<file path="config.mk">
export PLATFORM = sky130hd
export DESIGN_NAME = parking_access_scheduler
export DESIGN_NICKNAME = d
export VERILOG_FILES = /design/src/rtl/parking_pkg.sv /design/src/rtl/parking_fee_calc.sv /design/src/rtl/parking_access_scheduler.sv
export SDC_FILE = /design/constraint.sdc
export NUM_CORES = 1
export LEC_CHECK = 0
export ABC_CLOCK_PERIOD_IN_PS = 2200
export CORE_MARGIN = 4
export CORE_UTILIZATION = 25
export CTS_CLUSTER_DIAMETER = 60
export DETAILED_ROUTE_END_ITERATION = 16
export DONT_BUFFER_PORTS = 1
export PLACE_DENSITY = 0.4
export SYNTH_ARGS = -nofsm -noshare
export SYNTH_HDL_FRONTEND = slang
export SYNTH_SLANG_ARGS = --single-unit
</file>
<file path="constraint.sdc">
create_clock -name clk -period 2.2 [get_ports clk]
set_clock_uncertainty 0.15 [all_clocks]
set_input_delay 0.33 -clock clk [delete_from_list [all_inputs] [get_ports clk]]
set_output_delay 0.33 -clock clk [all_outputs]
set_load 0.05 [all_outputs]
</file>
<file path="src/rtl/parking_pkg.sv">
// Shared types and constants for the parking access scheduler: ID width,
// default widths, FSM state encoding and round-robin grant side.
package parking_pkg;

  localparam int ID_W       = 2;
  localparam int TS_W_DEF   = 8;
  localparam int COST_W_DEF = 12;

  localparam logic [ID_W-1:0] ID_NONE = '0;

  typedef enum logic [2:0] {
    S_IDLE      = 3'd0,
    S_ENTRY_WR  = 3'd1,
    S_ENTRY_REJ = 3'd2,
    S_EXIT_RD   = 3'd3,
    S_EXIT_CALC = 3'd4,
    S_EXIT_DONE = 3'd5,
    S_EXIT_ERR  = 3'd6,
    S_RELEASE   = 3'd7
  } state_t;

  typedef enum logic {
    GRANT_ENTRY = 1'b0,
    GRANT_EXIT  = 1'b1
  } side_t;

endpackage

</file>
<file path="src/rtl/parking_fee_calc.sv">
// Combinational fee: wrap-safe elapsed ticks times RATE, saturated to the
// largest value representable in COST_W bits.
module parking_fee_calc #(
  parameter int TS_W   = 8,
  parameter int RATE   = 1,
  parameter int COST_W = 12
) (
  input  logic [TS_W-1:0]   ts_now,
  input  logic [TS_W-1:0]   ts_stored,
  output logic [COST_W-1:0] fee
);

  localparam int PROD_W = TS_W + 32;
  localparam logic [PROD_W-1:0] FEE_MAX = PROD_W'((64'd1 << COST_W) - 64'd1);

  function automatic logic [COST_W-1:0] sat_fee(input logic [PROD_W-1:0] raw);
    if (raw > FEE_MAX) return '1;
    return raw[COST_W-1:0];
  endfunction

  logic [TS_W-1:0]   elapsed;
  logic [PROD_W-1:0] raw_fee;

  // Modular subtraction makes a timer wrap between entry and exit harmless.
  assign elapsed = ts_now - ts_stored;
  assign raw_fee = PROD_W'(elapsed) * PROD_W'(RATE);
  assign fee     = sat_fee(raw_fee);

endmodule

</file>
<file path="src/rtl/parking_access_scheduler.sv">
// Arbitrates entry/exit gates onto the shared single-port timestamp buffer,
// allocates slot IDs, computes exit fees and tracks occupancy.
module parking_access_scheduler
  import parking_pkg::*;
#(
  parameter int NUM_SLOTS = 3,
  parameter int TS_W      = TS_W_DEF,
  parameter int RATE      = 1,
  parameter int COST_W    = COST_W_DEF
) (
  input  logic                 clk,
  input  logic                 reset_n,
  input  logic                 entry_req,
  input  logic                 exit_req,
  input  logic [ID_W-1:0]      exit_id,
  input  logic [TS_W-1:0]      time_now,
  output logic                 entry_ack,
  output logic [ID_W-1:0]      entry_id,
  output logic                 entry_reject,
  output logic                 exit_ack,
  output logic                 exit_err,
  output logic [COST_W-1:0]    fee,
  output logic                 fee_valid,
  output logic                 buf_we,
  output logic                 buf_re,
  output logic [ID_W-1:0]      buf_addr,
  output logic [TS_W-1:0]      buf_wdata,
  input  logic [TS_W-1:0]      buf_rdata,
  output logic [NUM_SLOTS-1:0] occupancy,
  output logic [1:0]           car_count,
  output logic                 busy
);

  state_t                 state_q;
  side_t                  last_grant_q;
  logic [NUM_SLOTS-1:0]   occupancy_q;
  logic [1:0]             car_count_q;
  logic [COST_W-1:0]      fee_q;
  logic                   entry_ack_q, entry_reject_q, exit_ack_q, exit_err_q;
  logic                   fee_valid_q, buf_we_q, buf_re_q;
  logic [ID_W-1:0]        buf_addr_q;
  logic [TS_W-1:0]        ts_latch_q;
  logic [ID_W-1:0]        id_q;

  logic [ID_W-1:0]        alloc_id_d;
  logic                   grant_d, grant_exit_d, garage_full_d, exit_valid_d;
  logic                   release_done_d;
  logic [3:0]             occ_by_id_d;
  logic [NUM_SLOTS-1:0]   id_mask_d;
  logic [COST_W-1:0]      fee_d;

  // Lowest clear occupancy bit wins: scan downward so the last hit is the lowest.
  always_comb begin
    alloc_id_d = ID_NONE;
    for (int i = NUM_SLOTS - 1; i >= 0; i--) begin
      if (!occupancy_q[i]) alloc_id_d = ID_W'(i + 1);
    end
  end

  // Bit k of occ_by_id_d is "ID k parked"; bit 0 and bits above NUM_SLOTS read 0,
  // so ID 0 and out-of-range IDs fail the same lookup as free slots.
  assign occ_by_id_d    = 4'({occupancy_q, 1'b0});
  assign exit_valid_d   = occ_by_id_d[exit_id];
  assign garage_full_d  = (car_count_q == 2'(NUM_SLOTS));
  assign grant_d        = (state_q == S_IDLE) && (entry_req || exit_req);
  assign grant_exit_d   = (entry_req && exit_req) ? (last_grant_q == GRANT_ENTRY) : exit_req;
  assign release_done_d = (last_grant_q == GRANT_EXIT) ? !exit_req : !entry_req;
  assign id_mask_d      = NUM_SLOTS'(1) << (id_q - ID_W'(1));

  parking_fee_calc #(
    .TS_W  (TS_W),
    .RATE  (RATE),
    .COST_W(COST_W)
  ) u_fee_calc (
    .ts_now   (ts_latch_q),
    .ts_stored(buf_rdata),
    .fee      (fee_d)
  );

  always_ff @(posedge clk or negedge reset_n) begin
    if (!reset_n) begin
      state_q        <= S_IDLE;
      last_grant_q   <= GRANT_ENTRY;
      occupancy_q    <= '0;
      car_count_q    <= '0;
      fee_q          <= '0;
      entry_ack_q    <= 1'b0;
      entry_reject_q <= 1'b0;
      exit_ack_q     <= 1'b0;
      exit_err_q     <= 1'b0;
      fee_valid_q    <= 1'b0;
      buf_we_q       <= 1'b0;
      buf_re_q       <= 1'b0;
      buf_addr_q     <= ID_NONE;
    end else begin
      entry_ack_q    <= 1'b0;
      entry_reject_q <= 1'b0;
      exit_ack_q     <= 1'b0;
      exit_err_q     <= 1'b0;
      fee_valid_q    <= 1'b0;
      buf_we_q       <= 1'b0;
      buf_re_q       <= 1'b0;
      buf_addr_q     <= ID_NONE;
      // Outputs are registered: each branch arms the strobes of the state it enters.
      case (state_q)
        S_IDLE: begin
          if (grant_d) begin
            if (grant_exit_d) begin
              last_grant_q <= GRANT_EXIT;
              if (exit_valid_d) begin
                state_q    <= S_EXIT_RD;
                buf_re_q   <= 1'b1;
                buf_addr_q <= exit_id;
              end else begin
                state_q    <= S_EXIT_ERR;
                exit_err_q <= 1'b1;
              end
            end else begin
              last_grant_q <= GRANT_ENTRY;
              if (garage_full_d) begin
                state_q        <= S_ENTRY_REJ;
                entry_reject_q <= 1'b1;
              end else begin
                state_q     <= S_ENTRY_WR;
                buf_we_q    <= 1'b1;
                buf_addr_q  <= alloc_id_d;
                entry_ack_q <= 1'b1;
              end
            end
          end
        end
        S_ENTRY_WR: begin
          occupancy_q <= occupancy_q | id_mask_d;
          car_count_q <= car_count_q + 2'd1;
          state_q     <= S_RELEASE;
        end
        S_EXIT_RD: begin
          state_q <= S_EXIT_CALC;
        end
        S_EXIT_CALC: begin
          fee_q       <= fee_d;
          exit_ack_q  <= 1'b1;
          fee_valid_q <= 1'b1;
          state_q     <= S_EXIT_DONE;
        end
        S_EXIT_DONE: begin
          occupancy_q <= occupancy_q & ~id_mask_d;
          car_count_q <= car_count_q - 2'd1;
          state_q     <= S_RELEASE;
        end
        S_ENTRY_REJ, S_EXIT_ERR: begin
          state_q <= S_RELEASE;
        end
        S_RELEASE: begin
          // Hold here until the served gate lets go, so a held level is not re-served.
          if (release_done_d) state_q <= S_IDLE;
        end
        default: state_q <= S_IDLE;
      endcase
    end
  end

  // Grant-time capture of the timestamp and the ID being served.
  always_ff @(posedge clk) begin
    if (grant_d) begin
      ts_latch_q <= time_now;
      id_q       <= grant_exit_d ? exit_id : alloc_id_d;
    end
  end

  assign entry_ack    = entry_ack_q;
  assign entry_id     = id_q;
  assign entry_reject = entry_reject_q;
  assign exit_ack     = exit_ack_q;
  assign exit_err     = exit_err_q;
  assign fee          = fee_q;
  assign fee_valid    = fee_valid_q;
  assign buf_we       = buf_we_q;
  assign buf_re       = buf_re_q;
  assign buf_addr     = buf_addr_q;
  assign buf_wdata    = ts_latch_q;
  assign occupancy    = occupancy_q;
  assign car_count    = car_count_q;
  assign busy         = (state_q != S_IDLE);

endmodule

</file>
==> results.md <==
- Status: complete, no violations
- CP max stage cell: or4_1
- Worst skew pair latency: between 0.2 and 0.3 ns
- Worst Setup Path Type: reg -> reg
- Die ar.: around 8900 um2
- Vias in the first global route: 1482
- Drt drc: 0
- DR pass1 iterations: 4
- Area grow syn2layout: 22.3%
- Post-layout nets: 243
- Crit-path leading delay family: simple AND/OR/NAND/NOR gates
- Setup-failing EPs final: 0
- Vias per cell: 4.61
- Instance area after placement: 2090 um2
- Maxcap violations: 0
- Prevailing post-synth register cell: dfrtp_1
- Yosys top cell area share: 0.322
- Initial Util: 0.258
- H-tree depth: 2
- Post-synth top area cell: dfrtp_1
- Worst vdd ir: 545 uV
- Die Wd: 94.4 um
- Cell area after layout: 2280 um2
- CTS Buffer Depth: 2
- Slowest stage delay, CP: between 0.4 and 0.5 ns
- Vias: 1424
- Worst-margin pin slew: 0.593 ns
- Drt wl/cell: 14.8 um
- FF+latch count, synth: 34
- Diodes inserted: 0
- Num Clock Sinks: 34
- Mapped Cells: 179
- Final hold vios: 0
- HPWL after DPL: between 3 and 4 mm
- Iter 0 DRT Violations: 42
- Leakage: between 0.9 and 1 nW
- Yosys warning total: 0
- Period utilization: 0.893
- Antenna Nets Post-Route: 0
- Total wire length: 4.57 mm
- RSZ-0062 raised after global routing: no
- TritonCTS buffer count: 5
- Tmin final: 1.96 ns
- Number of synthesized flops with an enable pin: 10
- F_max: 509 MHz
- Worst EP required: 2.28 ns
- Synth Cell Area: 1870 um2
- Critical Path AT: 2.04 ns
- Hold WC Path Type: in -> reg
- First-pass GRT wire length: slightly above 7 mm
- CTS tree: yes
- GRT Total Usage: 0.105
- Worst Setup End Kind: flop
- Ys async rst share: 0.706
- Initial antenna violation count: 0
- Cell row count: 31
- Core ar.: between 7000 and 8000 um2
- IO Pins: 59
- Layout cells sized above 1: 0.143
- Slew Limit Headroom: 0.605
- Setup TNS: 0 ns
- # port buffers: 0
- Fillers: 765
- Finished Core Util: 0.315
- Largest net degree at the start of global routing: 25
- WP buf/inv: 0
- GRT overflow: 0
- Syn Area/Cell: 10.4 um2
- Pins Over Slew Limit: 0
- RePlAce Congestion: 0.766
- Clock Pin Slew Worst Setup and Hold Paths: 0.07 ns
- Synth cell types: 49
- Max FO, Critical Path: 4
- PD cells: about 1300 nW/um2
- CTS Root Buffer Type: clkbuf_8
- Die Span Y: 94.4 um
- Seq/Total Area, Yosys: 0.482
- CP Launch Type: flop
- Top post-synthesis cells by area: dfrtp_1, edfxtp_1, ha_1, nand2_1, inv_1
- CP Cell Sequence: ha_1 -> nor2b_1 -> o31a_1 -> or4_1 -> nand3_1
==> state kept, by name (all words and copies together) (netlist names), 2 cells and up, named ones only <==
| signal | count |
|---|---|
| buf_wdata | 8 |
| state_q | 3 |
| car_count | 2 |
| entry_id | 2 |
| buf_addr | 2 |
| fee | 8 |
==> report_power, final <==
part | internal [mW] | switching [mW]
combinational | 0.441 | 0.737
sequential | 0.837 | 0.421
clock | 0.220 | 0.228
total | 1.50 | 1.39
==> synthesized netlist by cell type (all sizes together), types with 2 or more instances <==
library cell	n
edfxtp	10
clkbuf	2
buf	7
dfrtp	24
or4	2
xor2	3
a21boi	3
a21oi	6
inv	15
o21a	3
nand2	18
nor4b	2
nor2	12
o31a	2
o21ai	7
nor3	2
o21bai	2
nand3	4
nor3b	4
and2	2
nand2b	3
xnor2	2
mux2	3
a21o	2
o221ai	2
ha	11
nor2b	3
a211oi	4
==> path summary, 6_finish.rpt <==
check	slack, ns	end	cells past startpoint	start
worst max-delay path	0.24	fee[6]$_DFFE_PN0P_	5	buf_wdata[2]$_DFFE_PP_
worst min-delay path	0.05	buf_re$_DFF_PN0_	2	exit_id[1]
worst max register to register	0.24	fee[6]$_DFFE_PN0P_	5	buf_wdata[2]$_DFFE_PP_
worst min register to register	0.46	state_q[0]$_DFFE_PN0P_	2	state_q[0]$_DFFE_PN0P_
max in group asynchronous	1.41	asynchronous set/reset pin	2	reset_n
min in group asynchronous	0.33	fee[5]$_DFFE_PN0P_	2	reset_n
==> worst reg2reg max path, stage by stage, from the launching register on <==
cell and delay [ns]:
edfxtp_1 0.42, ha_1 0.36, nor2b_1 0.16, o31a_1 0.26, or4_1 0.47, nand3_1 0.09
==> repair_timing <==
| action | 4_1_cts | 5_1_grt |
|---|---|---|
| resized for setup | 0 | 0 |
| hold buffers | 10 | 0 |
| setup buffers | 0 | 0 |
| hold endpoints to repair | 32 | 0 |
==> layer usage <==
layer / track usage / wire, um / up-vias
met5: 0 / 0 / -
met2: 0.179 / 2240 / 47
met1: 0.116 / 1830 / 680
met3: 0.0486 / 432 / 8
met4: 0.0325 / 64 / 0
li1: - / - / 689
==> layout by cell type (no fill, tap or decap), types with 2 or more instances in the layout <==
master          n
clkbuf_1        2
buf_12          2
o31a_1          2
nor3b_1         4
dlygate4sd3_1   9
nor4b_1         2
o21ai_0         7
xor2_1          3
inv_1          15
nand3_1         4
o21a_1          3
dfrtp_1        24
conb_1          4
xnor2_1         2
nor2b_1         3
nand2b_1        3
o21bai_1        2
edfxtp_1       10
o221ai_1        2
or4_1           2
nor2_1         12
clkbuf_8        5
nor3_1          2
a21boi_0        3
a211oi_1        4
mux2_2          3
ha_1           11
a21o_1          2
nand2_1        18
a21oi_1         6
buf_4          18
==> per-stage QoR <==
step	worst slack, ns	hold WS, ns	cells	power, mW
after floorplan	0.0400	-0.116	182	2.14
after global placement	0.253	-0.115	291	2.41
after detailed placement	0.238	-0.115	291	2.43
after CTS	0.225	0.0457	309	2.92
after global routing	0.164	0.0516	309	3.08
final	0.235	0.0453	309	2.88
==> kinds of logic after synthesis <==
logic type,count (synthesis),synth area share
fa+ha+maj,12,0.0844
simple gates,55,0.147
compound gates,44,0.173
other cells,1,0.00201
xor+xnor,5,0.0234
buf+inv,24,0.0643
mux,4,0.0234
flops,34,0.482
==> layout make-up <==
class	instances	area, um2	area share
sequential	34	901	0.394
multi-input combinational	124	858	0.376
timing repair buffer	29	265	0.116
tap	99	124	0.0542
clock buffer	7	76.3	0.0334
inverter	15	56.3	0.0246
clock inverter	1	3.75	0.00164
No activity file was read; power rests on OpenSTA's default activity.
